--- src/rtl/xf100_exu_wbck_arb.sv ---
`default_nettype none
// ============================================================================
// Module   : xf100_exu_wbck_arb
// Brief    : Writeback arbiter merging the ALU result path and the buffered
//            long-pipe (LSU/MULDIV) result path into one registered regfile
//            write. Optional x0-write suppression via XF100_WBCK_X0_FILTER_EN.
// Revision : 1.0 - initial release
// ============================================================================
module xf100_exu_wbck_arb #(
    parameter int XLEN        = 32,
    parameter int RFIDX_WIDTH = 5,
    parameter int LP_DEPTH    = 2
) (
    input  logic                   clk,
    input  logic                   rst,

    input  logic                   alu_wbck_valid,
    output logic                   alu_wbck_ready,
    input  logic [XLEN-1:0]        alu_wbck_data,
    input  logic [RFIDX_WIDTH-1:0] alu_wbck_rdidx,

    input  logic                   lp_wbck_valid,
    output logic                   lp_wbck_ready,
    input  logic [XLEN-1:0]        lp_wbck_data,
    input  logic [RFIDX_WIDTH-1:0] lp_wbck_rdidx,

    output logic                   wbck_o_wbck_en,
    output logic [XLEN-1:0]        wbck_o_wbck_data,
    output logic [RFIDX_WIDTH-1:0] wbck_o_wbck_rdidx,

    output logic                   lp_pending
);

    localparam int                 c_ptr_w   = $clog2(LP_DEPTH);
    localparam int                 c_cnt_w   = c_ptr_w + 1;
    localparam logic [c_cnt_w-1:0] c_depth   = c_cnt_w'(LP_DEPTH);
    localparam logic [c_cnt_w-1:0] c_cnt_one = c_cnt_w'(1);
    localparam logic [c_ptr_w-1:0] c_ptr_one = c_ptr_w'(1);

    logic [XLEN-1:0]        r_lp_data  [LP_DEPTH];
    logic [RFIDX_WIDTH-1:0] r_lp_rdidx [LP_DEPTH];
    logic [c_ptr_w-1:0]     r_wr_ptr;
    logic [c_ptr_w-1:0]     r_rd_ptr;
    logic [c_cnt_w-1:0]     r_count;

    logic                   w_lp_fire;
    logic                   w_alu_fire;
    logic                   w_pop;
    logic                   w_sel_valid;
    logic [XLEN-1:0]        w_sel_data;
    logic [RFIDX_WIDTH-1:0] w_sel_rdidx;
    logic                   w_wr_en;

    // Readies look only at registered occupancy, never at the valids.
    assign lp_wbck_ready  = (r_count != c_depth);
    assign alu_wbck_ready = (r_count == '0);
    assign lp_pending     = (r_count != '0);

    assign w_lp_fire   = lp_wbck_valid && lp_wbck_ready;
    assign w_alu_fire  = alu_wbck_valid && alu_wbck_ready;
    assign w_pop       = (r_count != '0);

    // Buffered long-pipe results are older than anything the ALU can offer.
    assign w_sel_valid = w_pop || w_alu_fire;
    assign w_sel_data  = w_pop ? r_lp_data[r_rd_ptr]  : alu_wbck_data;
    assign w_sel_rdidx = w_pop ? r_lp_rdidx[r_rd_ptr] : alu_wbck_rdidx;

`ifdef XF100_WBCK_X0_FILTER_EN
    assign w_wr_en = w_sel_valid && (w_sel_rdidx != '0);
`else
    assign w_wr_en = w_sel_valid;
`endif

    always_ff @(posedge clk) begin
        if (w_lp_fire) begin
            r_lp_data[r_wr_ptr]  <= lp_wbck_data;
            r_lp_rdidx[r_wr_ptr] <= lp_wbck_rdidx;
        end
    end

    // Power-of-two depth lets the pointers wrap naturally.
    always_ff @(posedge clk) begin
        if (rst) begin
            r_wr_ptr <= '0;
            r_rd_ptr <= '0;
            r_count  <= '0;
        end else begin
            if (w_lp_fire) begin
                r_wr_ptr <= r_wr_ptr + c_ptr_one;
            end
            if (w_pop) begin
                r_rd_ptr <= r_rd_ptr + c_ptr_one;
            end
            case ({w_lp_fire, w_pop})
                2'b10:   r_count <= r_count + c_cnt_one;
                2'b01:   r_count <= r_count - c_cnt_one;
                default: r_count <= r_count;
            endcase
        end
    end

    always_ff @(posedge clk) begin
        if (rst) begin
            wbck_o_wbck_en    <= 1'b0;
            wbck_o_wbck_data  <= '0;
            wbck_o_wbck_rdidx <= '0;
        end else begin
            wbck_o_wbck_en <= w_wr_en;
            if (w_wr_en) begin
                wbck_o_wbck_data  <= w_sel_data;
                wbck_o_wbck_rdidx <= w_sel_rdidx;
            end
        end
    end

endmodule
`default_nettype wire

--- config.mk ---
export PLATFORM = sky130hd
export DESIGN_NAME = xf100_exu_wbck_arb
export DESIGN_NICKNAME = d
export VERILOG_FILES = /design/src/rtl/xf100_exu_wbck_arb.sv
export SDC_FILE = /design/constraint.sdc
export NUM_CORES = 1
export LEC_CHECK = 0
export CAP_MARGIN = 20
export CORE_ASPECT_RATIO = 0.5
export CORE_MARGIN = 1
export CORE_UTILIZATION = 44
export DETAILED_ROUTE_END_ITERATION = 8
export PLACE_DENSITY = 0.85
export SYNTH_ARGS = -nofsm -noshare
export SYNTH_HDL_FRONTEND = slang
export SYNTH_SLANG_ARGS = --single-unit
--- constraint.sdc ---
create_clock -name clk -period 2.9 [get_ports clk]
set_input_delay 0.725 -clock clk [delete_from_list [all_inputs] [get_ports clk]]
set_output_delay 0.725 -clock clk [all_outputs]
set_load 0.02 [all_outputs]
* Word level (Yosys, flattened, before mapping)
Memory sizes are Yosys's and may differ from the RTL's. A register that Yosys moved wholly into a read port is not among the register bits. Index checks and enable logic that the tools add are counted.
Word-level totals: RAM bits 74, register bits 42, memories kept 2, logic and storage cells 30, output and inout bits 41
Cells by class: eq/ne operators 3, add/subtract/negate cells 4, reduce and logical (&&, ||, !) cells 6, mux-type cells 9
Memory list:
- r_lp_data | depth 2, bits a word 32, read ports 1, clocked after Yosys merged registers in 1, wr ports 1, RTL line 40 | logic [XLEN-1:0] r_lp_data [LP_DEPTH];
- r_lp_rdidx | depth 2, bits a word 5, read ports 1, clocked after Yosys merged registers in 1, wr ports 1, RTL line 41 | logic [RFIDX_WIDTH-1:0] r_lp_rdidx [LP_DEPTH];
Operators with widths (number):
- $mux 32 | 1
- $mux 1 | 6
- $mux 5 | 1
- $pmux 2 s2 | 1
- $reduce_bool 2->1 | 2
- $add 1x1->1 const B | 2
- $add 2x1->2 const B | 1
- $eq 2x1->1 const B | 1
- $eq 2x2->1 const B | 1
- $logic_and 1x1->1 | 2
- $logic_not 2->1 | 1
- $ne 2x2->1 const B | 1
- $sub 2x1->2 const B | 1
- $logic_or 1x1->1 | 1

* Logic depth before layout (Yosys ltp)
depth in word-level cells 4, gate-level depth with buffers 6, depth with buffers taken out 3

* Worst setup path before layout
Ideal clock, no wire load.
kind input -> register, from input lp_wbck_valid, to memory r_lp_data[0][0], enable pin, path buffers 0, data arrival time 2.358 ns, setup time 0.431 ns, stages 2, setup slack 0.110 ns, required time 2.469 ns, path through nand2_1 -> nor2_1
On the way: word-level cells in the longest chain between the ends 3
RTL lines:
- start, declared | RTL line 22 | input logic lp_wbck_valid,
- $logic_and 1x1->1 | RTL line 59 | assign w_lp_fire = lp_wbck_valid && lp_wbck_ready;
- $mux 1 | RTL line 75 | if (w_lp_fire) begin
- $mux 1 (not written as such) | RTL line 76 | r_lp_data[r_wr_ptr] <= lp_wbck_data;
- end, declared | RTL line 40
No other way between the ends.

* Worst setup path in the final report
from register r_count[0], to output alu_wbck_ready
On the way: word-level cells in the longest chain between the ends 1
RTL lines:
- start, declared | RTL line 44 | logic [c_cnt_w-1:0] r_count;
- start signal, assigned | RTL line 95 | 2'b10: r_count <= r_count + c_cnt_one;
- start signal, assigned | RTL line 96 | 2'b01: r_count <= r_count - c_cnt_one;
- start signal, assigned | RTL line 97 | default: r_count <= r_count;
- $logic_not 2->1 | RTL line 56 | assign alu_wbck_ready = (r_count == '0);
- end, declared | RTL line 18 | output logic alu_wbck_ready,
No other way between the ends.

==> impl_metrics.env <==
export IMPL_outcome="finished, final reports clean"
export IMPL_rsz0062_at_grt="no"
export IMPL_worstMarginPinSlew_ns=0.6758
export IMPL_syn2layout_area_growth_pct=40.29
export IMPL_gr_total_overflow=0
export IMPL_synthTopCellsByArea="edfxtp_1 49%, dfxtp_1 19%, mux2i_1 16%"
export IMPL_p_comb_share_pct=11.7
export IMPL_yosys_area_top_type="edfxtp_1"
export IMPL_cp_start_kind="flop"
export IMPL_grt_pass1_wl_um=13970
export IMPL_drt_pass1_iter_count=4
export IMPL_rr_endpoint="wbck_o_wbck_data[16]"
export IMPL_ys_warn_count=0
export IMPL_rows=25
export IMPL_insertion_delay_ns=0.40
export IMPL_synth_top_area_share_pct=49.18
export IMPL_totalWireLength_um=9108
export IMPL_cts_setup_buffers=0
export IMPL_max_freq_mhz=412.5
export IMPL_fillers=679
export IMPL_ant_nets=0
export IMPL_whs_endpoint="r_count[1]"
export IMPL_grt_use_total_pct=17.94
export IMPL_hold_path_class="reg -> reg"
export IMPL_cts_tree="yes"
export IMPL_dpl_worst_slack_ns=0.5346
export IMPL_reg2reg_slack_ns=1.29
export IMPL_grt_max_degree=39
export IMPL_grt_pass1_vias=2832
export IMPL_switchingPower_mw=0.9617
export IMPL_setup_viol=0
export IMPL_io_pins=119
export IMPL_die_width_um=145.3
export IMPL_drt_iter0_markers=137
export IMPL_drive_gt1_share_pct=16.30
export IMPL_syn_nets=344
export IMPL_fin_crit_ns=2.424
export IMPL_synth_cell_types=21
export IMPL_maxCapViolations=0
export IMPL_cts_clk_slew_worst_paths_ns=0.05
export IMPL_ys_ff_latch=117
export IMPL_clock_sinks=117
export IMPL_drc=0
export IMPL_switching_share_pct=21.69
export IMPL_crit_fanout=5
export IMPL_fin_nets=470
export IMPL_setup_tns_final_ns=0
export IMPL_routedWlPerCell_um=16.87
export IMPL_hpwl_um=5589
export IMPL_num_vias=2682
export IMPL_grt_antenna_before_repair=0
export IMPL_netlist_area_um2=4518
export IMPL_pwr_share_seq_pct=43.8
export IMPL_start_util_pct=46.59
export IMPL_slew_headroom_pct=54.95
export IMPL_chipHeight_um=73.66
export IMPL_p_int_mw=3.471
export IMPL_reg2reg_depth=3
export IMPL_die_area_um2=10700
export IMPL_synth_seq_area_share_pct=68.24
export IMPL_hold_depth=2
export IMPL_place_gp_congestion=0.6786
export IMPL_min_period_over_period_pct=83.59
export IMPL_post_cts_resized=0
export IMPL_syn_avg_cell_area_um2=16.99
export IMPL_finalHoldViolations=0
export IMPL_cts_htree_levels=4
export IMPL_hold_path_startpoint="r_count[0]"
export IMPL_power_density_nw_per_um2=699.3
export IMPL_timing_final_ws_setup_ns=0.4758
export IMPL_cts_made_buffers=17
export IMPL_power_leakage_nw=2.285
export IMPL_irDropWorstVdd_mv=0.5281
export IMPL_slew_violations=0
export IMPL_clockBufferDepth=2
export IMPL_endpoint_kind="primary output"
export IMPL_diodes=0
export IMPL_cts_hold_buf=0
export IMPL_design_core_area_um2=9697
export IMPL_syn_inst=266
export IMPL_viasPerCell=4.967
export IMPL_cts_root_buf="clkbuf_16"
export IMPL_fin_skew_ns=0.006255
export IMPL_criticalPathCategory="reg -> out"
export IMPL_cp_arrival_ns=1.70
export IMPL_numPortBuffers=118
export IMPL_p_clk_share_pct=44.4
export IMPL_crit_required_ns=2.17
[logic make-up after synthesis]
logic type	Yosys count	synth area share [%]
XOR/XNOR	1	0.1939
AND/OR/NAND/NOR	15	1.635
flip-flops	117	68.24
multiplexers	75	16.64
buffers and inverters	20	3.905
AO/OA/AOI/OAI	38	9.388
[metal layers]
layer | wire (um) | GRT usage, % | vias to the layer above | share of wire (%)
li1 | - | - | 1278 | -
met1 | 3894 | 19.57 | 1332 | 43
met2 | 4737 | 31.78 | 56 | 52
met3 | 351 | 6.584 | 16 | 3.9
met4 | 125 | 8.889 | 0 | 1.4
met5 | 0 | 0 | - | 0
[power by group through the flow]
stage | logic [mW] | clock network, mW | registers, mW
CTS | 0.526 | 1.99 | 1.94
detailed placement | 0.522 | 0 | 1.97
global route | 0.550 | 2.08 | 1.95
global placement | 0.513 | 0 | 1.97
floorplan | 0.237 | 0 | 2.01
finish | 0.520 | 1.97 | 1.94
[cell type report]
| type | instances | area, um^2 | area share (%) |
|---|---|---|---|
| clock buffer | 26 | 479.2 | 7.560 |
| clock inverter | 6 | 76.32 | 1.204 |
| inverter | 2 | 7.507 | 0.1184 |
| multi-input combinational | 129 | 1269 | 20.02 |
| sequential | 117 | 3084 | 48.66 |
| tap | 135 | 168.9 | 2.665 |
| timing repair buffer | 125 | 1254 | 19.78 |
[registers in the layout (all words and copies together) (netlist names), named ones only]
signal,flops
r_lp_rdidx,10
r_count,2
wbck_o_wbck_data,32
r_rd_ptr,1
r_wr_ptr,1
r_lp_data,64
wbck_o_wbck_rdidx,5
wbck_o_wbck_en,1
[Yosys cell counts]
| master | n |
|---|---|
| a21oi_1 | 1 |
| inv_1 | 2 |
| nand2b_1 | 1 |
| o22ai_1 | 7 |
| buf_6 | 7 |
| xnor2_1 | 1 |
| nor2_1 | 7 |
| buf_4 | 2 |
| and3_1 | 1 |
| or3_1 | 1 |
| edfxtp_1 | 74 |
| buf_8 | 3 |
| nand2_1 | 2 |
| dfxtp_1 | 43 |
| nand2b_2 | 1 |
| buf_2 | 6 |
| or2_1 | 1 |
| mux2_2 | 1 |
| o22ai_2 | 30 |
| nor2b_1 | 1 |
| mux2i_1 | 74 |
[critical path: stages (launching register included)]
cell and delay (ns):
dfxtp_1 0.32, or2_1 0.31, inv_1 0.08, clkdlybuf4s50_1 0.59
[how the worst max path moves through the flow]
stage / from / end / slack, ns / cells after the start
finish: r_count[0] / alu_wbck_ready / 0.48 / 3
global route: r_count[1] / alu_wbck_ready / 0.39 / 3
CTS: r_count[1] / alu_wbck_ready / 0.45 / 3
detailed placement: rst / wbck_o_wbck_data[28] / 0.53 / 4
global placement: rst / wbck_o_wbck_data[28] / 0.58 / 4
floorplan: lp_wbck_valid / r_lp_data[0][0] / 0.11 / 2
[cells in the final DEF, fill, tap and decap left out, types with 2 or more instances in the layout]
master,instances
edfxtp_1,74
o22ai_1,7
nor2_1,6
clkbuf_8,2
clkinv_1,3
mux2i_1,74
o22ai_2,30
clkbuf_16,17
buf_12,2
nand2_1,2
buf_4,5
dfxtp_1,42
inv_1,2
bufinv_16,2
clkbuf_1,7
clkdlybuf4s50_1,117
[through the flow]
step,utilization (%),std cells,hold slack (ns),power (mW),instance area (um^2)
2_1_floorplan,-,266,0.4214,2.249,4518
3_3_place_gp,59.64,508,0.4352,2.483,5783
3_5_place_dp,59.64,508,0.4428,2.496,5783
4_1_cts,65.37,540,0.4524,4.463,6339
5_1_grt,65.37,540,0.4733,4.587,6339
6_report,65.37,540,0.4506,4.433,6339
No activity file was read; power rests on OpenSTA's default activity.
